===== src/rtl/mem_rmw_ctrl.sv =====
// Two-state load/store controller for a 32-bit dual-port word RAM, with sub-word
// read-modify-write stores. Define MEM_ALIGN_CHECK_EN to flag misaligned half/word accesses.
module mem_rmw_ctrl #(
  parameter int ADDR_WIDTH = 6
) (
  input  logic                  clk,
  input  logic                  rst,
  input  logic                  req_valid,
  output logic                  req_ready,
  input  logic                  req_we,
  input  logic [ADDR_WIDTH+1:0] req_addr,
  input  logic [1:0]            req_size,
  input  logic                  req_unsigned,
  input  logic [31:0]           req_wdata,
  output logic                  rsp_valid,
  output logic [31:0]           rsp_rdata,
  output logic                  rsp_err,
  output logic [ADDR_WIDTH-1:0] ram_raddr,
  output logic [ADDR_WIDTH-1:0] ram_waddr,
  output logic                  ram_we,
  output logic [31:0]           ram_din,
  input  logic [31:0]           ram_dout
);

  typedef enum logic {IDLE, ACCESS} state_t;

  state_t                state;
  logic                  lat_we;
  logic                  lat_unsigned;
  logic                  lat_err;
  logic [1:0]            lat_size;
  logic [ADDR_WIDTH+1:0] lat_addr;
  logic [31:0]           lat_wdata;
  logic                  req_err;
  logic                  active;
  logic [7:0]            byte_sel;
  logic [15:0]           half_sel;
  logic [31:0]           load_val;
  logic [31:0]           merged;

  always_comb begin
    req_err = (req_size == 2'b11);
`ifdef MEM_ALIGN_CHECK_EN
    if ((req_size == 2'b01) && req_addr[0])
      req_err = 1'b1;
    if ((req_size == 2'b10) && (req_addr[1:0] != 2'b00))
      req_err = 1'b1;
`endif
  end

  always_ff @(posedge clk) begin
    if (rst) begin
      state        <= IDLE;
      lat_we       <= 1'b0;
      lat_unsigned <= 1'b0;
      lat_err      <= 1'b0;
      lat_size     <= 2'b00;
      lat_addr     <= '0;
      lat_wdata    <= '0;
    end else begin
      case (state)
        IDLE: begin
          if (req_valid) begin
            lat_we       <= req_we;
            lat_unsigned <= req_unsigned;
            lat_err      <= req_err;
            lat_size     <= req_size;
            lat_addr     <= req_addr;
            lat_wdata    <= req_wdata;
            state        <= ACCESS;
          end
        end
        ACCESS:  state <= IDLE;
        default: state <= IDLE;
      endcase
    end
  end

  // Response and write strobes are gated by rst so a reset in ACCESS aborts the access outright.
  assign active    = (state == ACCESS) && !rst;
  assign req_ready = (state == IDLE);
  assign ram_raddr = (state == IDLE) ? req_addr[ADDR_WIDTH+1:2] : lat_addr[ADDR_WIDTH+1:2];
  assign ram_waddr = lat_addr[ADDR_WIDTH+1:2];

  // One lane decode serves both the load extractor and the store merge path.
  always_comb begin
    load_val = '0;
    merged   = ram_dout;
    byte_sel = ram_dout[{lat_addr[1:0], 3'b000} +: 8];
    half_sel = lat_addr[1] ? ram_dout[31:16] : ram_dout[15:0];
    case (lat_size)
      2'b00: begin
        load_val = {{24{~lat_unsigned & byte_sel[7]}}, byte_sel};
        merged[{lat_addr[1:0], 3'b000} +: 8] = lat_wdata[7:0];
      end
      2'b01: begin
        load_val = {{16{~lat_unsigned & half_sel[15]}}, half_sel};
        if (lat_addr[1])
          merged[31:16] = lat_wdata[15:0];
        else
          merged[15:0] = lat_wdata[15:0];
      end
      2'b10: begin
        load_val = ram_dout;
        merged   = lat_wdata;
      end
      default: begin
        load_val = '0;
        merged   = ram_dout;
      end
    endcase
  end

  assign rsp_valid = active;
  assign rsp_err   = active && lat_err;
  assign rsp_rdata = (active && !lat_we && !lat_err) ? load_val : 32'h0;
  assign ram_we    = active && lat_we && !lat_err;
  assign ram_din   = merged;

endmodule


===== config.mk =====
export PLATFORM = sky130hd
export DESIGN_NAME = mem_rmw_ctrl
export DESIGN_NICKNAME = d
export VERILOG_FILES = /design/src/rtl/mem_rmw_ctrl.sv
export SDC_FILE = /design/constraint.sdc
export NUM_CORES = 1
export LEC_CHECK = 0
export ABC_AREA = 1
export CAP_MARGIN = 10
export CORE_ASPECT_RATIO = 0.75
export CORE_UTILIZATION = 45
export CTS_BUF_LIST = sky130_fd_sc_hd__clkbuf_4 sky130_fd_sc_hd__clkbuf_8
export DETAILED_ROUTE_END_ITERATION = 8
export GPL_TIMING_DRIVEN = 1
export MAX_ROUTING_LAYER = met4
export PLACE_DENSITY_LB_ADDON = 0.15
export SLEW_MARGIN = 20
export SYNTH_ARGS = -nofsm -noshare
export SYNTH_HDL_FRONTEND = slang
export SYNTH_SLANG_ARGS = --single-unit

===== constraint.sdc =====
create_clock -name clk -period 3.9 [get_ports clk]
set_input_delay 0.78 -clock clk [delete_from_list [all_inputs] [get_ports clk]]
set_output_delay 0.78 -clock clk [all_outputs]
set_load 0.005 [all_outputs]

* Yosys cells after proc, flatten, opt, wreduce, memory -nomap -nowiden
Cells that the tools add are included.
** Cells by class
- Add/sub/neg operators :: 1
- Equal/unequal tests :: 3
- Shift-type cells :: 3
- Muxes and demuxes :: 10
- Bitwise logic cells :: 4
- Reductions and logical operators :: 11
** Operators with widths (number)
- one-hot mux 32 bit (3 select lines) :: 2
- 2-to-1 mux 16 bit :: 3
- bitwise mux 32 bit :: 1
- 2-to-1 mux 32 bit :: 1
- variable shift 8 x 7 -> 32 bit, first input constant :: 1
- indexed part select 32 x 6 -> 8 bit :: 1
- indexed part select 8 x 7 -> 32 bit :: 1
- negator 5 -> 7 bit :: 1
- logical AND 1 bit :: 6
- 2-to-1 mux 6 bit :: 1
- equality test 2 bit, second input constant :: 2
- zero test 1 bit :: 3
- bitwise AND 1 bit :: 2
- equality test 2 x 1 -> 1 bit, second input constant :: 1
- zero test 2 bit :: 1
- inverter 1 bit :: 2
- one-hot mux 1 bit (2 select lines) :: 1
- AND reduction 2 bit :: 1
- 2-to-1 mux 1 bit :: 1
** Word-level totals
- Bits in registers :: 46
- Input bits :: 79
- Output and inout port bits :: 80

* Longest topological paths before layout
- Depth after elaboration :: 5
- Mapped depth :: 10
- Depth with buffers taken out :: 8

* Worst setup path before layout
OpenSTA, ideal clock, no wires.
- Path type :: register to output
- Start point :: register lat_addr[1]
- End point :: output ram_din[12]
- Data arrival time :: 1837 ps
- Path slack :: 1283 ps
- Stages on the path, launching flop included :: 11
- Path buffers :: 2
- Cells stage by stage :: dfxtp_1 buf_2 inv_2 clkbuf_1 ha_1 inv_1 nor2_2 nand2_1 o22ai_1 nand2_1 nand3_1
** On the way
- Cells in the longest elaborated chain, start to end :: 4
- Elaborated cells on any way between the ends :: 6
** Ends and longest elaborated chain
- start: declaration :: RTL line 32 : logic [ADDR_WIDTH+1:0] lat_addr;
- start signal: assignment :: RTL line 68 : lat_addr <= req_addr;
- negator 5 -> 7 bit :: RTL line 94 : merged[{lat_addr[1:0], 3'b000} +: 8] = lat_wdata[7:0];
- indexed part select 8 x 7 -> 32 bit / variable shift 8 x 7 -> 32 bit (equally long branches) :: RTL line 94
- bitwise mux 32 bit :: RTL line 94
- one-hot mux 32 bit (3 select lines) * :: RTL line 91 : case (lat_size)
- end: declaration :: RTL line 21 : output logic [31:0] ram_din,
Mark *: on every way between the ends. The rest lies on a longest branch, timed or not.

* Worst setup path in the final report
- Start point :: register lat_addr[0]
- End point :: output ram_din[19]
** On the way
- Cells in the longest elaborated chain, start to end :: 4
- Elaborated cells on any way between the ends :: 5
** Ends and longest elaborated chain (RTL line)
- negator 5 -> 7 bit * :: 94
- indexed part select 8 x 7 -> 32 bit / variable shift 8 x 7 -> 32 bit (equally long branches) :: 94
- bitwise mux 32 bit * :: 94
- one-hot mux 32 bit (3 select lines) * :: 91
Marked as above.

==> parameters.txt <==
Parameter                              Value

Die
  DIE AREA    approximately 8700 µm²
  Vertical die dimension    between 80 and 90 µm
  Row count    28
  Die Wd    roughly 110 µm
  Effective utilization at floorplan    between 40% and 50%
  I/O Pins    between 150 and 200
  Placeable core region    roughly 8000 µm²

Run
  Maxcap violations    0

GRT
  Global-route met2 utilization    between 50% and 60%
  Met1 track demand over resource in global routing    about 47%
  Maximum number of pins on one net before global-route repair    44
  Initial antenna violation count    0
  Global-route wire length before repair    roughly 23 mm
  Number of global-route vias before repair    4,617
  Most used routing layer    met2
  Residual overflow from global routing    0
  GRT Total Usage    35.4%
  Met3 Usage GRT    4.82%

CTS
  Htree depth    2
  Hold bufs inserted after CTS    0
  Number of sinks handled by clock tree synthesis    46
  Longest Clk Path Bufs    2
  Post_cts resized    0
  Post-CTS setup-driven buffer insertion count    0
  Clock buffers created by TritonCTS    5
  Root cell of the clock tree    sky130_fd_sc_hd__clkbuf_8
  Clock latency on the worst-skew pair    310 ps
  Clock slew at reported path FFs    around 100 ps
  Clock tree from TritonCTS    built

Logic synthesis
  Top cell types by occurrence after synthesis    208 x sky130_fd_sc_hd__nand2_1, 84 x sky130_fd_sc_hd__o21ai_0, 77 x sky130_fd_sc_hd__nor2_1, 66 x sky130_fd_sc_hd__inv_1, 56 x sky130_fd_sc_hd__a21oi_1
  Top cells by area in the synthesized netlist    sky130_fd_sc_hd__dfxtp_1 24%, sky130_fd_sc_hd__nand2_1 21%, sky130_fd_sc_hd__o21ai_0 11%
  Fraction of synthesized cell area in xor and xnor cells    0%
  Yosys reg bits    46
  Largest family of logic cells by synthesized area    simple AND/OR/NAND/NOR gates
  Cell area after technology mapping    between 3000 and 4000 µm²
  Share of synthesized registers carrying an async set or reset    0%
  Mean instance size in the synthesized netlist    roughly 5.5 µm²
  Mapped Cells    approximately 680
  Fraction of synthesized area in multiplexers    0%
  Library cell with the highest instance count after synthesis    sky130_fd_sc_hd__nand2_1
  Number of distinct library cell variants in the gate-level netlist after synthesis    27
  Synthesized-area fraction occupied by adder cells    ~1.7%
  Complex-gate fraction of the synthesized area    25.2%
  Synth Warn #    0
  Seq/Total Area, Yosys    between 20% and 30%
  Cell type contributing the most total cell area after synthesis    sky130_fd_sc_hd__dfxtp_1
  Simple-gate share of the synthesized area    around 36%
  Most used flip-flop cell after synthesis    sky130_fd_sc_hd__dfxtp_1
  EDFF count, synth    0
  Number of nets in the synthesized netlist    around 760
  Area share of the leading cell type in the synthesized netlist    around a quarter

Timing
  Remaining max-slew budget at the tightest pin    30.4%
  Final total negative setup slack    0 ps
  Final critical-path share of the clock period    93.0%
  Actual transition at the worst max-transition pin    around 1000 ps
  Clock Skew    roughly 9.9 ps
  Final Hold Vio Count    0
  Final critical delay including setup and external delays    ~3600 ps
  Achievable clock frequency    around 280 MHz
  Max-slew violation count    0
  Final setup fails    0
  Unrepaired setup endpoints after global routing    false

Critical path
  Crit path capture type    output pin
  Critical path fanouts, max    11
  Req. time, crit path    roughly 3100 ps
  Element type at the critical path start    flip-flop
  Type of the worst setup path    flip-flop to output pin
  Data arrival time of the critical path    roughly 2900 ps

Layout
  Ratio of cells with drive above 1 in the final layout    between 3 and 4%
  Antenna diode count    0
  Final net count    894
  Area growth syn-to-layout    44.9%
  Filler cell count    approximately 740

Route
  Remaining routing DRC violations    0
  First-pass iteration count of the detailed router    5
  Number of vias after detailed routing    5,078
  Detailed Route Iter0 Violations    approximately 450
  Average wire per standard cell    around 16 µm
  Total wirelength of the detailed-routed design    14.9 mm
  Vias per Instance    around 5.5
  Remaining antenna violation count    0

Power and ir drop
  Static Leakage    roughly 2.4 nW
  Power density relative to cell area    278 nW/µm²
  Max VDD drop    approximately 0.28 mV
  Total power    1.51 mW

Placement
  GPL Wtd Cong    0.957
  Detailed placement HPWL    about 11 mm
  Number of port buffers    about 160

Run status
  Status    complete, no violations

Hold path
  Hold/Removal Path Class    flip-flop to flip-flop
## worst max-delay path, cell delays in order (launching register included)
cell and delay, ps:
sky130_fd_sc_hd__dfxtp_1 330, sky130_fd_sc_hd__inv_1 260, sky130_fd_sc_hd__ha_1 210, sky130_fd_sc_hd__clkinv_1 250
sky130_fd_sc_hd__nor2_1 530, sky130_fd_sc_hd__nand4_1 210, sky130_fd_sc_hd__nand2_1 100, sky130_fd_sc_hd__nand2_1 50
sky130_fd_sc_hd__nand3_1 110, sky130_fd_sc_hd__clkdlybuf4s50_1 500
## flip-flops by register name, indices dropped and copies added (netlist names)
register and flops:
lat_addr 8, state 1, lat_we 1, lat_size 2, lat_err 1, lat_unsigned 1, lat_wdata 32
## report_power, final
group          leakage [nW]  switching (mW)  internal, mW
sequential            0.381          0.0382         0.505
clock                0.0585           0.184         0.192
combinational          1.94           0.313         0.282
total                  2.38           0.535         0.979
## cells in the final DEF, fill, tap and decap left out, drive strengths merged
master,instances
a21oi,56
a22oi,16
buf,10
bufinv,1
clkbuf,5
clkdlybuf4s50,158
clkinv,3
dfxtp,46
ha,5
inv,73
nand2,211
nand3,34
nand4,8
nor2,80
nor3,1
o211ai,1
o21ai,87
o22ai,15
o31ai,1
## cell families (layout without fill, tap and decap cells)
group	after synthesis	count (layout)
buffers and inverters	118	250
DFF	46	46
and+or+nand+nor	334	334
adders and majority gates	5	5
AOI/OAI and AO/OA	176	176
## through the flow
| stage | hold slack (ps) | std cells | util [%] | instance area (µm²) | setup slack [ps] |
|---|---|---|---|---|---|
| CTS | 494 | 916 | 68.3 | 5450 | 361 |
| finish | 496 | 916 | 68.3 | 5450 | 271 |
| floorplan | 451 | 679 | - | 3760 | 1280 |
| global placement | 465 | 908 | 66.9 | 5340 | 536 |
| global route | 523 | 916 | 68.3 | 5450 | 55.8 |
| detailed placement | 476 | 908 | 66.9 | 5340 | 403 |
## metal layers
metal	share of wire, %	vias up
li1	-	2450
met1	45	2324
met2	45	276
met3	8.6	28
met4	2.2	0
met5	0	-
## final cells by class
class | instances | area [µm²] | share of cell area [%]
multi-input cells | 515 | 2350 | 43.2
inverters | 74 | 278 | 5.09
well taps | 105 | 131 | 2.41
clock buffers | 5 | 68.8 | 1.26
repair buffers | 168 | 1660 | 30.4
flip-flops and latches | 46 | 921 | 16.9
clock inverters | 3 | 43.8 | 0.803
## final timing paths
kind                from             to  slack (ps)  cells after the start
min reg2reg      lat_err        lat_err         500                      2
max reg2reg        state  lat_wdata[18]        1820                      5
max          lat_addr[0]    ram_din[19]         270                      9
min              lat_err        lat_err         500                      2
Power figures use the tool's default switching activity.
